<file path="src/rtl/wb_ctrl_pkg.sv">
// Shared write-back select encodings, load-queue FSM states and the rd decode helper.
package wb_ctrl_pkg;

  typedef enum logic [1:0] {
    WB_LOAD = 2'b00,
    WB_ALU  = 2'b01,
    WB_PC4  = 2'b10,
    WB_NONE = 2'b11
  } wb_sel_e;

  typedef enum logic [1:0] {
    LQ_IDLE = 2'b00,
    LQ_PEND = 2'b01,
    LQ_FULL = 2'b10
  } lq_state_e;

  // x0 is hardwired, so it can never be a hazard.
  function automatic logic [31:0] rd_decode(input logic [4:0] rd);
    logic [31:0] d;
    d = 32'd1 << rd;
    d[0] = 1'b0;
    return d;
  endfunction

endpackage

</file>
<file path="src/rtl/wb_ctrl_if.sv">
// EX-stage result channel and in-order load-return channel feeding the write-back controller.
interface wb_ctrl_if #(
  parameter int XLEN = 32
);
  logic            ex_valid;
  logic            ex_ready;
  logic [1:0]      ex_sel;
  logic [4:0]      ex_rd;
  logic [XLEN-1:0] ex_alu;
  logic [XLEN-1:0] ex_pc_4;
  logic            mem_rvalid;
  logic [XLEN-1:0] mem_rdata;

  modport master (
    output ex_valid, ex_sel, ex_rd, ex_alu, ex_pc_4, mem_rvalid, mem_rdata,
    input  ex_ready
  );

  modport slave (
    input  ex_valid, ex_sel, ex_rd, ex_alu, ex_pc_4, mem_rvalid, mem_rdata,
    output ex_ready
  );
endinterface

</file>
<file path="src/rtl/wb_load_queue.sv">
// Outstanding-load FIFO of {rd, live}; kill_all clears live bits but keeps entries so returns still pop.
//  state   | meaning
//  LQ_IDLE | no loads outstanding
//  LQ_PEND | 1 .. LQ_DEPTH-1 loads outstanding
//  LQ_FULL | LQ_DEPTH loads outstanding, further pushes refused
module wb_load_queue import wb_ctrl_pkg::*; #(
  parameter int LQ_DEPTH = 4
) (
  input  logic                        clk,
  input  logic                        rst_n,
  input  logic                        push,
  input  logic [4:0]                  push_rd,
  input  logic                        pop,
  input  logic                        kill_all,
  output logic [4:0]                  head_rd,
  output logic                        head_live,
  output logic                        full,
  output logic [$clog2(LQ_DEPTH):0]   count,
  output logic [31:0]                 busy_mask
);

  localparam int PW = $clog2(LQ_DEPTH);
  localparam int CW = PW + 1;

  lq_state_e         state;
  logic [PW-1:0]     wr_ptr;
  logic [PW-1:0]     rd_ptr;
  logic [CW-1:0]     count_q;
  logic [4:0]        rd_q [LQ_DEPTH];
  logic [LQ_DEPTH-1:0] live_q;
  logic              push_ok;
  logic              pop_ok;

  assign push_ok   = push && (state != LQ_FULL);
  assign pop_ok    = pop && (state != LQ_IDLE);
  assign full      = (state == LQ_FULL);
  assign count     = count_q;
  assign head_rd   = rd_q[rd_ptr];
  assign head_live = live_q[rd_ptr];

  always_ff @(posedge clk or negedge rst_n) begin
    if (!rst_n) begin
      state   <= LQ_IDLE;
      wr_ptr  <= '0;
      rd_ptr  <= '0;
      count_q <= '0;
      live_q  <= '0;
      for (int i = 0; i < LQ_DEPTH; i++) rd_q[i] <= '0;
    end else begin
      if (kill_all) live_q <= '0;
      if (pop_ok) begin
        live_q[rd_ptr] <= 1'b0;
        rd_ptr         <= rd_ptr + 1'b1;
      end
      // Never aliases the head: push is refused when full, pop is refused when empty.
      if (push_ok) begin
        rd_q[wr_ptr]   <= push_rd;
        live_q[wr_ptr] <= 1'b1;
        wr_ptr         <= wr_ptr + 1'b1;
      end

      case ({push_ok, pop_ok})
        2'b10:   count_q <= count_q + 1'b1;
        2'b01:   count_q <= count_q - 1'b1;
        default: count_q <= count_q;
      endcase

      case (state)
        LQ_IDLE: if (push_ok) state <= LQ_PEND;
        LQ_PEND: begin
          if (push_ok && !pop_ok && count_q == CW'(LQ_DEPTH - 1)) state <= LQ_FULL;
          else if (pop_ok && !push_ok && count_q == CW'(1))      state <= LQ_IDLE;
        end
        LQ_FULL: if (pop_ok && !push_ok) state <= LQ_PEND;
        default: state <= LQ_IDLE;
      endcase
    end
  end

  always_comb begin
    busy_mask = '0;
    for (int i = 0; i < LQ_DEPTH; i++) begin
      if (live_q[i]) busy_mask = busy_mask | rd_decode(rd_q[i]);
    end
  end

endmodule

</file>
<file path="src/rtl/wb_ctrl.sv">
// Write-back port controller: arbitrates EX results against in-order load returns onto the RF write port.
// Optional build macro WB_STATS_EN adds stall_cnt / wr_cnt performance counters.
module wb_ctrl import wb_ctrl_pkg::*; #(
  parameter int XLEN     = 32,
  parameter int LQ_DEPTH = 4
) (
  input  logic            clk,
  input  logic            rst_n,
  wb_ctrl_if.slave        bus,
  input  logic            flush,
  output logic            rf_we,
  output logic [4:0]      rf_waddr,
  output logic [1:0]      WBSel,
  output logic [XLEN-1:0] wb_alu,
  output logic [XLEN-1:0] wb_dataB,
  output logic [XLEN-1:0] wb_pc_4,
  output logic [31:0]     busy_mask,
  output logic            ld_pending,
  output logic            err_spurious
`ifdef WB_STATS_EN
  ,
  output logic [31:0]     stall_cnt,
  output logic [31:0]     wr_cnt
`endif
);

  logic                      ex_ready_c;
  logic                      acc;
  logic                      is_ex_wb;
  logic                      lq_push;
  logic                      lq_pop;
  logic                      ld_wr;
  logic                      ex_wr;
  logic [4:0]                head_rd;
  logic                      head_live;
  logic                      lq_full;
  logic [$clog2(LQ_DEPTH):0] lq_count;

  assign is_ex_wb = (bus.ex_sel == WB_ALU) || (bus.ex_sel == WB_PC4);

  // Load returns cannot be stalled, so they own the write port and EX results wait.
  always_comb begin
    ex_ready_c = 1'b1;
    case (bus.ex_sel)
      WB_ALU, WB_PC4: ex_ready_c = !bus.mem_rvalid;
      WB_LOAD:        ex_ready_c = !lq_full;
      default:        ex_ready_c = 1'b1;
    endcase
  end

  assign bus.ex_ready = ex_ready_c;
  assign acc          = bus.ex_valid && ex_ready_c && !flush;
  assign lq_push      = acc && (bus.ex_sel == WB_LOAD);
  assign lq_pop       = bus.mem_rvalid && ld_pending;
  assign ld_wr        = lq_pop && head_live && (head_rd != 5'd0) && !flush;
  assign ex_wr        = acc && is_ex_wb && (bus.ex_rd != 5'd0);
  assign ld_pending   = (lq_count != '0);

  wb_load_queue #(.LQ_DEPTH(LQ_DEPTH)) u_lq (
    .clk       (clk),
    .rst_n     (rst_n),
    .push      (lq_push),
    .push_rd   (bus.ex_rd),
    .pop       (lq_pop),
    .kill_all  (flush),
    .head_rd   (head_rd),
    .head_live (head_live),
    .full      (lq_full),
    .count     (lq_count),
    .busy_mask (busy_mask)
  );

  always_ff @(posedge clk or negedge rst_n) begin
    if (!rst_n) begin
      rf_we        <= 1'b0;
      rf_waddr     <= '0;
      WBSel        <= WB_NONE;
      wb_alu       <= '0;
      wb_dataB     <= '0;
      wb_pc_4      <= '0;
      err_spurious <= 1'b0;
    end else begin
      if (bus.mem_rvalid && !ld_pending) err_spurious <= 1'b1;
      if (ld_wr) begin
        rf_we    <= 1'b1;
        WBSel    <= WB_LOAD;
        rf_waddr <= head_rd;
        wb_dataB <= bus.mem_rdata;
      end else if (ex_wr) begin
        rf_we    <= 1'b1;
        WBSel    <= bus.ex_sel;
        rf_waddr <= bus.ex_rd;
        if (bus.ex_sel == WB_ALU) wb_alu  <= bus.ex_alu;
        else                      wb_pc_4 <= bus.ex_pc_4;
      end else begin
        rf_we <= 1'b0;
        WBSel <= WB_NONE;
      end
    end
  end

`ifdef WB_STATS_EN
  always_ff @(posedge clk or negedge rst_n) begin
    if (!rst_n) begin
      stall_cnt <= '0;
      wr_cnt    <= '0;
    end else begin
      if (bus.ex_valid && !ex_ready_c && !flush) stall_cnt <= stall_cnt + 32'd1;
      if (rf_we) wr_cnt <= wr_cnt + 32'd1;
    end
  end
`endif

endmodule

</file>
<file path="src/flat_wrapper.sv">
// flat-port wrapper written by rule: the top's interface ports become plain ports
module wb_ctrl_flat import wb_ctrl_pkg::*;
#(
  parameter int XLEN     = 32,
  parameter int LQ_DEPTH = 4
)
  (clk, rst_n, flush, rf_we, rf_waddr, WBSel, wb_alu, wb_dataB, wb_pc_4, busy_mask, ld_pending, err_spurious, bus_ex_valid, bus_ex_sel, bus_ex_rd, bus_ex_alu, bus_ex_pc_4, bus_mem_rvalid, bus_mem_rdata, bus_ex_ready);
  wb_ctrl_if #(.XLEN(XLEN)) bus_i ();
  input  logic clk;
  input  logic rst_n;
  input  logic flush;
  output logic rf_we;
  output logic [4:0] rf_waddr;
  output logic [1:0] WBSel;
  output logic [XLEN-1:0] wb_alu;
  output logic [XLEN-1:0] wb_dataB;
  output logic [XLEN-1:0] wb_pc_4;
  output logic [31:0] busy_mask;
  output logic ld_pending;
  output logic err_spurious;
  input wire logic [$bits(bus_i.ex_valid)-1:0] bus_ex_valid;
  input wire logic [$bits(bus_i.ex_sel)-1:0] bus_ex_sel;
  input wire logic [$bits(bus_i.ex_rd)-1:0] bus_ex_rd;
  input wire logic [$bits(bus_i.ex_alu)-1:0] bus_ex_alu;
  input wire logic [$bits(bus_i.ex_pc_4)-1:0] bus_ex_pc_4;
  input wire logic [$bits(bus_i.mem_rvalid)-1:0] bus_mem_rvalid;
  input wire logic [$bits(bus_i.mem_rdata)-1:0] bus_mem_rdata;
  output wire logic [$bits(bus_i.ex_ready)-1:0] bus_ex_ready;
  assign bus_i.ex_valid = bus_ex_valid;
  assign bus_i.ex_sel = bus_ex_sel;
  assign bus_i.ex_rd = bus_ex_rd;
  assign bus_i.ex_alu = bus_ex_alu;
  assign bus_i.ex_pc_4 = bus_ex_pc_4;
  assign bus_i.mem_rvalid = bus_mem_rvalid;
  assign bus_i.mem_rdata = bus_mem_rdata;
  assign bus_ex_ready = bus_i.ex_ready;
  wb_ctrl #(.XLEN(XLEN), .LQ_DEPTH(LQ_DEPTH)) u_core (.clk(clk), .rst_n(rst_n), .bus(bus_i), .flush(flush), .rf_we(rf_we), .rf_waddr(rf_waddr), .WBSel(WBSel), .wb_alu(wb_alu), .wb_dataB(wb_dataB), .wb_pc_4(wb_pc_4), .busy_mask(busy_mask), .ld_pending(ld_pending), .err_spurious(err_spurious));
endmodule
</file>
<file path="config.mk">
export PLATFORM = sky130hd
export DESIGN_NAME = wb_ctrl_flat
export DESIGN_NICKNAME = d
export VERILOG_FILES = /design/src/rtl/wb_ctrl_pkg.sv /design/src/rtl/wb_ctrl_if.sv /design/src/rtl/wb_load_queue.sv /design/src/rtl/wb_ctrl.sv /design/src/flat_wrapper.sv
export SDC_FILE = /design/constraint.sdc
export NUM_CORES = 1
export LEC_CHECK = 0
export CORE_ASPECT_RATIO = 1.1
export CORE_UTILIZATION = 49
export DETAILED_ROUTE_END_ITERATION = 8
export PLACE_DENSITY = 0.86
export SYNTH_ARGS = -nofsm -noshare
export SYNTH_HDL_FRONTEND = slang
export SYNTH_SLANG_ARGS = --single-unit
export TNS_END_PERCENT = 30
</file>
<file path="constraint.sdc">
create_clock -name clk -period 4.15 [get_ports clk]
set_input_delay 0.83 -clock clk [delete_from_list [all_inputs] [get_ports clk]]
set_output_delay 0.83 -clock clk [all_outputs]
set_load 0.1 [all_outputs]
</file>
==> results.md <==
Run status:
- The run finished with clean final reports.

Timing:
- The maximum clock frequency is 0.301 GHz.
- Setup repair after global routing left no endpoint under its margin.
- The count of final setup violators is 0.
- The number of max-slew violations in the final report is 0.
- The final cycle utilization of the critical path is 80.0%.
- The hold violation total from the final report came to 0.
- The worst path needs 3.32 ns of the cycle, external delays included.
- The worst hold slack is 0.460 ns.
- After layout, the worst setup slack is 0.831 ns.
- The worst clock skew on the final layout is 0.00778 ns.
- The post-route setup TNS is 0 ns.
- The relative max-transition margin is 28.4%.
- The actual transition at the worst max-transition pin is 1.07 ns.

Worst setup path:
- The required time at the endpoint of the critical path is 3.32 ns.
- The category of the critical setup timing path is register to output port.
- The worst path arrival time is 2.49 ns.
- The nature of the critical path startpoint is a register.
- The highest fanout seen on the critical path is 4.
- The endpoint class of the critical path is an output port.
- The register-to-register setup slack is 0.86 ns.

Global route:
- The number of global-route vias before repair is 5965.
- After global routing the overflow that remains totals 0.
- The number of antenna violations at the first check in global routing was 0.
- Entering global routing, the biggest net connects 89 pins.
- The first-pass GRT wire length is 33.4 mm.
- The total routing resource utilization after global routing is 30.5%.

Logic synthesis:
- Summing the areas of all compound-gate instances in the mapped netlist gives 9.42% of the synthesized area.
- The cell area that synthesis handed to floorplanning was 7010 um2.
- The yosys synthesis warning count is 0.
- Multiplexer cells account for 24.3% of the synthesized area.
- The simple-gate area share of the yosys netlist is 9.72%.
- The share of the synthesized area in the top cell type is 48.5%.
- The number of distinct library cells after synthesis is 48.
- In this run, synthesis inferred 0 flip-flops with an integrated enable.
- The average cell area after synthesis is 12.8 um2.
- In the synthesized netlist the dominant register cell turns out to be sky130_fd_sc_hd__dfrtp_1.
- The total nets after synthesis is 675.
- The sequential-to-total area share from yosys stat is 49.3%.
- Summed over all instances, the cell type with the most area after synthesis is sky130_fd_sc_hd__dfrtp_1.
- The post-synthesis sequential element count is 138.
- Ranked by total cell area, the synthesized netlist is headed by sky130_fd_sc_hd__dfrtp_1, sky130_fd_sc_hd__mux2_4, sky130_fd_sc_hd__mux2_2.
- After technology mapping, the gate count stands at 549.
- The share of synthesized cell area in full adder, half adder and majority cells is 3.21%.
- The main combinational cell family by area after synthesis is multiplexers.
- The xor/xnor share of the synthesized area is 0.499%.
- The async set-or-reset flop fraction in the synthesized netlist is 100%.

Cells and area:
- The filler cell count is 921.
- The share of cells above drive strength 1 is 26.5%.
- Summing all flip-flop and latch instances after layout gives 3460 um2.
- The number of inserted diodes is 0.
- The number of nets in the layout is 910.
- The multi-input combinational cells in the finished layout cover a total of 3330 um2.
- The number of cells in the finished layout apart from fillers is 985.
- Relative to the synthesized area, the layout overhead comes to 44.3%.

Clock tree:
- The number of levels in the clock H-tree is 4.
- The CTS clock-pin slew for the worst setup and hold paths is 0.06 ns.
- The count of clock tree sinks is 138.
- The buffers inserted during post-CTS setup optimization is 0.
- Clock latency on the worst-skew pair, taken at its later pin, is 0.42 ns.
- The number of gates resized after cts is 0.
- In this run the deepest clock path goes through 2 buffers.
- The clock tree from TritonCTS is yes.
- Clock tree synthesis inserted a total of 17 buffers.
- The count of hold-fix buffers inserted at cts is 0.
- The tree is rooted in a sky130_fd_sc_hd__clkbuf_16.

Power:
- Overall power consumption after layout is estimated at 9.03 mW.
- The peak supply drop is 0.638 mV.
- Registers are responsible for 26.8% of the overall power.
- The internal power of the cells totals 4.25 mW.
- Of the total power, the share spent switching nets is 52.9%.
- The analysis attributes to cell leakage a power of 4.63 nW.
- The portion of total power attributed to the clock network is 17.7%.
- The part of the total power dissipated in combinational logic is 55.5%.
- The analysis attributes to net switching a power of 4.78 mW.
- For this design the ratio of total power to cell area is 892 nW/um2.

Floorplan:
- The core region is 13900 um2.
- The starting utilization of the core area is 50.4%.
- The boundary pin count is 247.
- The floorplan step defined a die boundary enclosing 14800 um2.
- The floorplan row count is 45.
- The vertical die dimension is 127 um.
- The width of the chip is 116 um.

Placed design:
- The worst setup timing slack at the placement stage is 0.643 ns.
- Including well taps, the total number of placed cells is 953.
- The post-detailed-placement half-perimeter wirelength is 15.7 mm.
- The count of input and output buffers is 245.
- The routability congestion estimate is 0.924.

Hold path:
- The class of the most critical hold timing path is primary input to async pin.

Detailed routing:
- The count of nets left with antenna violations once routing finished came out at 0.
- The count of TritonRoute iterations in the first routing pass is 5.
- The DRC violation count after routing is 0.
- The routed design has 22.1 mm of wire.
- For this block, the via count after detailed routing is 5680.
- In the routed layout, each cell is associated on average with a via count of 5.77.
- The detailed-route wire length per cell is 22.4 um.
- The number of DRC markers after the initial detailed-route iteration is 324.

Job:
- The max-cap violation count is 0.
-- metrics by stage --
stage               area [um2]  utilization [%]
finish                   10100             72.8
global route             10100             72.8
CTS                      10100             72.8
detailed placement        9500             68.3
global placement          9500             68.3
floorplan                 7010                -
-- state kept, by name, summed over array words and instances, names as in the netlist, 3 cells and up --
| register | count |
|---|---|
| u_core.u_lq.live_q | 4 |
| u_core.wb_dataB | 32 |
| u_core.u_lq.rd_q | 20 |
| u_core.wb_alu | 32 |
| u_core.wb_pc_4 | 32 |
| u_core.rf_waddr | 5 |
| u_core.u_lq.count | 3 |
-- critical path, cell delays in order, from the launching register on --
cell	delay (ns)
sky130_fd_sc_hd__dfrtp_1	0.41
sky130_fd_sc_hd__inv_1	0.09
sky130_fd_sc_hd__ha_1	0.20
sky130_fd_sc_hd__nand2b_1	0.19
sky130_fd_sc_hd__clkdlybuf4s50_1	1.18
-- Yosys cell counts, drive strengths merged, types with 10 or more instances --
cell type  number
dfrtp         136
mux2          117
nand2          31
nor2           30
clkbuf         23
o221ai         20
a21oi          19
ha             18
inv            15
nand3b         15
buf            11
o22ai          10
-- metal layers --
metal  track usage, %  share of wire (%)  wire length, um
met1             37.8                 39             8590
met2             51.0                 50            11100
met3             7.16                7.5             1650
met4             12.4                3.3              723
met5                0                  0                0
-- layout by cell type (no fill, tap or decap), types with 10 or more instances in the layout --
cell type / Yosys / final
sky130_fd_sc_hd__nand2_1: 31 / 31
sky130_fd_sc_hd__mux2_4: 60 / 60
sky130_fd_sc_hd__o221ai_1: 20 / 20
sky130_fd_sc_hd__dfrtp_1: 136 / 136
sky130_fd_sc_hd__clkbuf_16: 0 / 17
sky130_fd_sc_hd__clkdlybuf4s50_1: 0 / 212
sky130_fd_sc_hd__buf_4: 1 / 36
sky130_fd_sc_hd__mux2_2: 57 / 57
sky130_fd_sc_hd__inv_1: 15 / 15
sky130_fd_sc_hd__nand3b_1: 15 / 15
sky130_fd_sc_hd__nor2_1: 30 / 30
sky130_fd_sc_hd__a21oi_1: 19 / 19
sky130_fd_sc_hd__ha_1: 18 / 18
sky130_fd_sc_hd__o22ai_1: 10 / 10
-- cells by family (layout without fill, tap and decap cells) --
group	count (synthesis)	in the layout
adders and majority gates	18	18
DFF	138	138
AOI/OAI and AO/OA	87	87
buffers and inverters	49	297
muxes	126	126
xor gates and xnor gates	4	4
and+or+nand+nor	126	126
other	1	1
-- final timing paths --
kind,from,end,cells past startpoint
max,u_core.u_lq.count[0]$_DFFE_PN0P_,ld_pending,4
min,rst_n,u_core.wb_pc_4[7]$_DFFE_PN0P_,1
max reg2reg,u_core.u_lq.rd_ptr[1]$_DFFE_PN0N_,u_core.wb_alu[25]$_DFFE_PN0P_,5
min reg2reg,u_core.err_spurious$_DFFE_PN0P_,u_core.err_spurious$_DFFE_PN0P_,1
max in group asynchronous,rst_n,u_core.WBSel[1]$_DFF_PN1_,2
min in group clk,u_core.err_spurious$_DFFE_PN0P_,u_core.err_spurious$_DFFE_PN0P_,1
-- final cells by class --
type	instances	area share, %
Sequential cell	138	34.1
Clock inverter	12	1.59
Inverter	15	0.556
Tap cell	188	2.32
Clock buffer	20	4.61
Multi-Input combinational cell	362	32.8
Timing Repair Buffer	250	23.9
-- power by group through the flow --
stage	registers (mW)	clock network, mW	logic [mW]
floorplan	4.81	0	1.26
global placement	2.37	0	4.90
detailed placement	2.40	0	4.98
CTS	2.40	1.61	5.02
global route	2.48	1.67	5.16
finish	2.42	1.59	5.01
No activity file was read; power rests on OpenSTA's default activity.
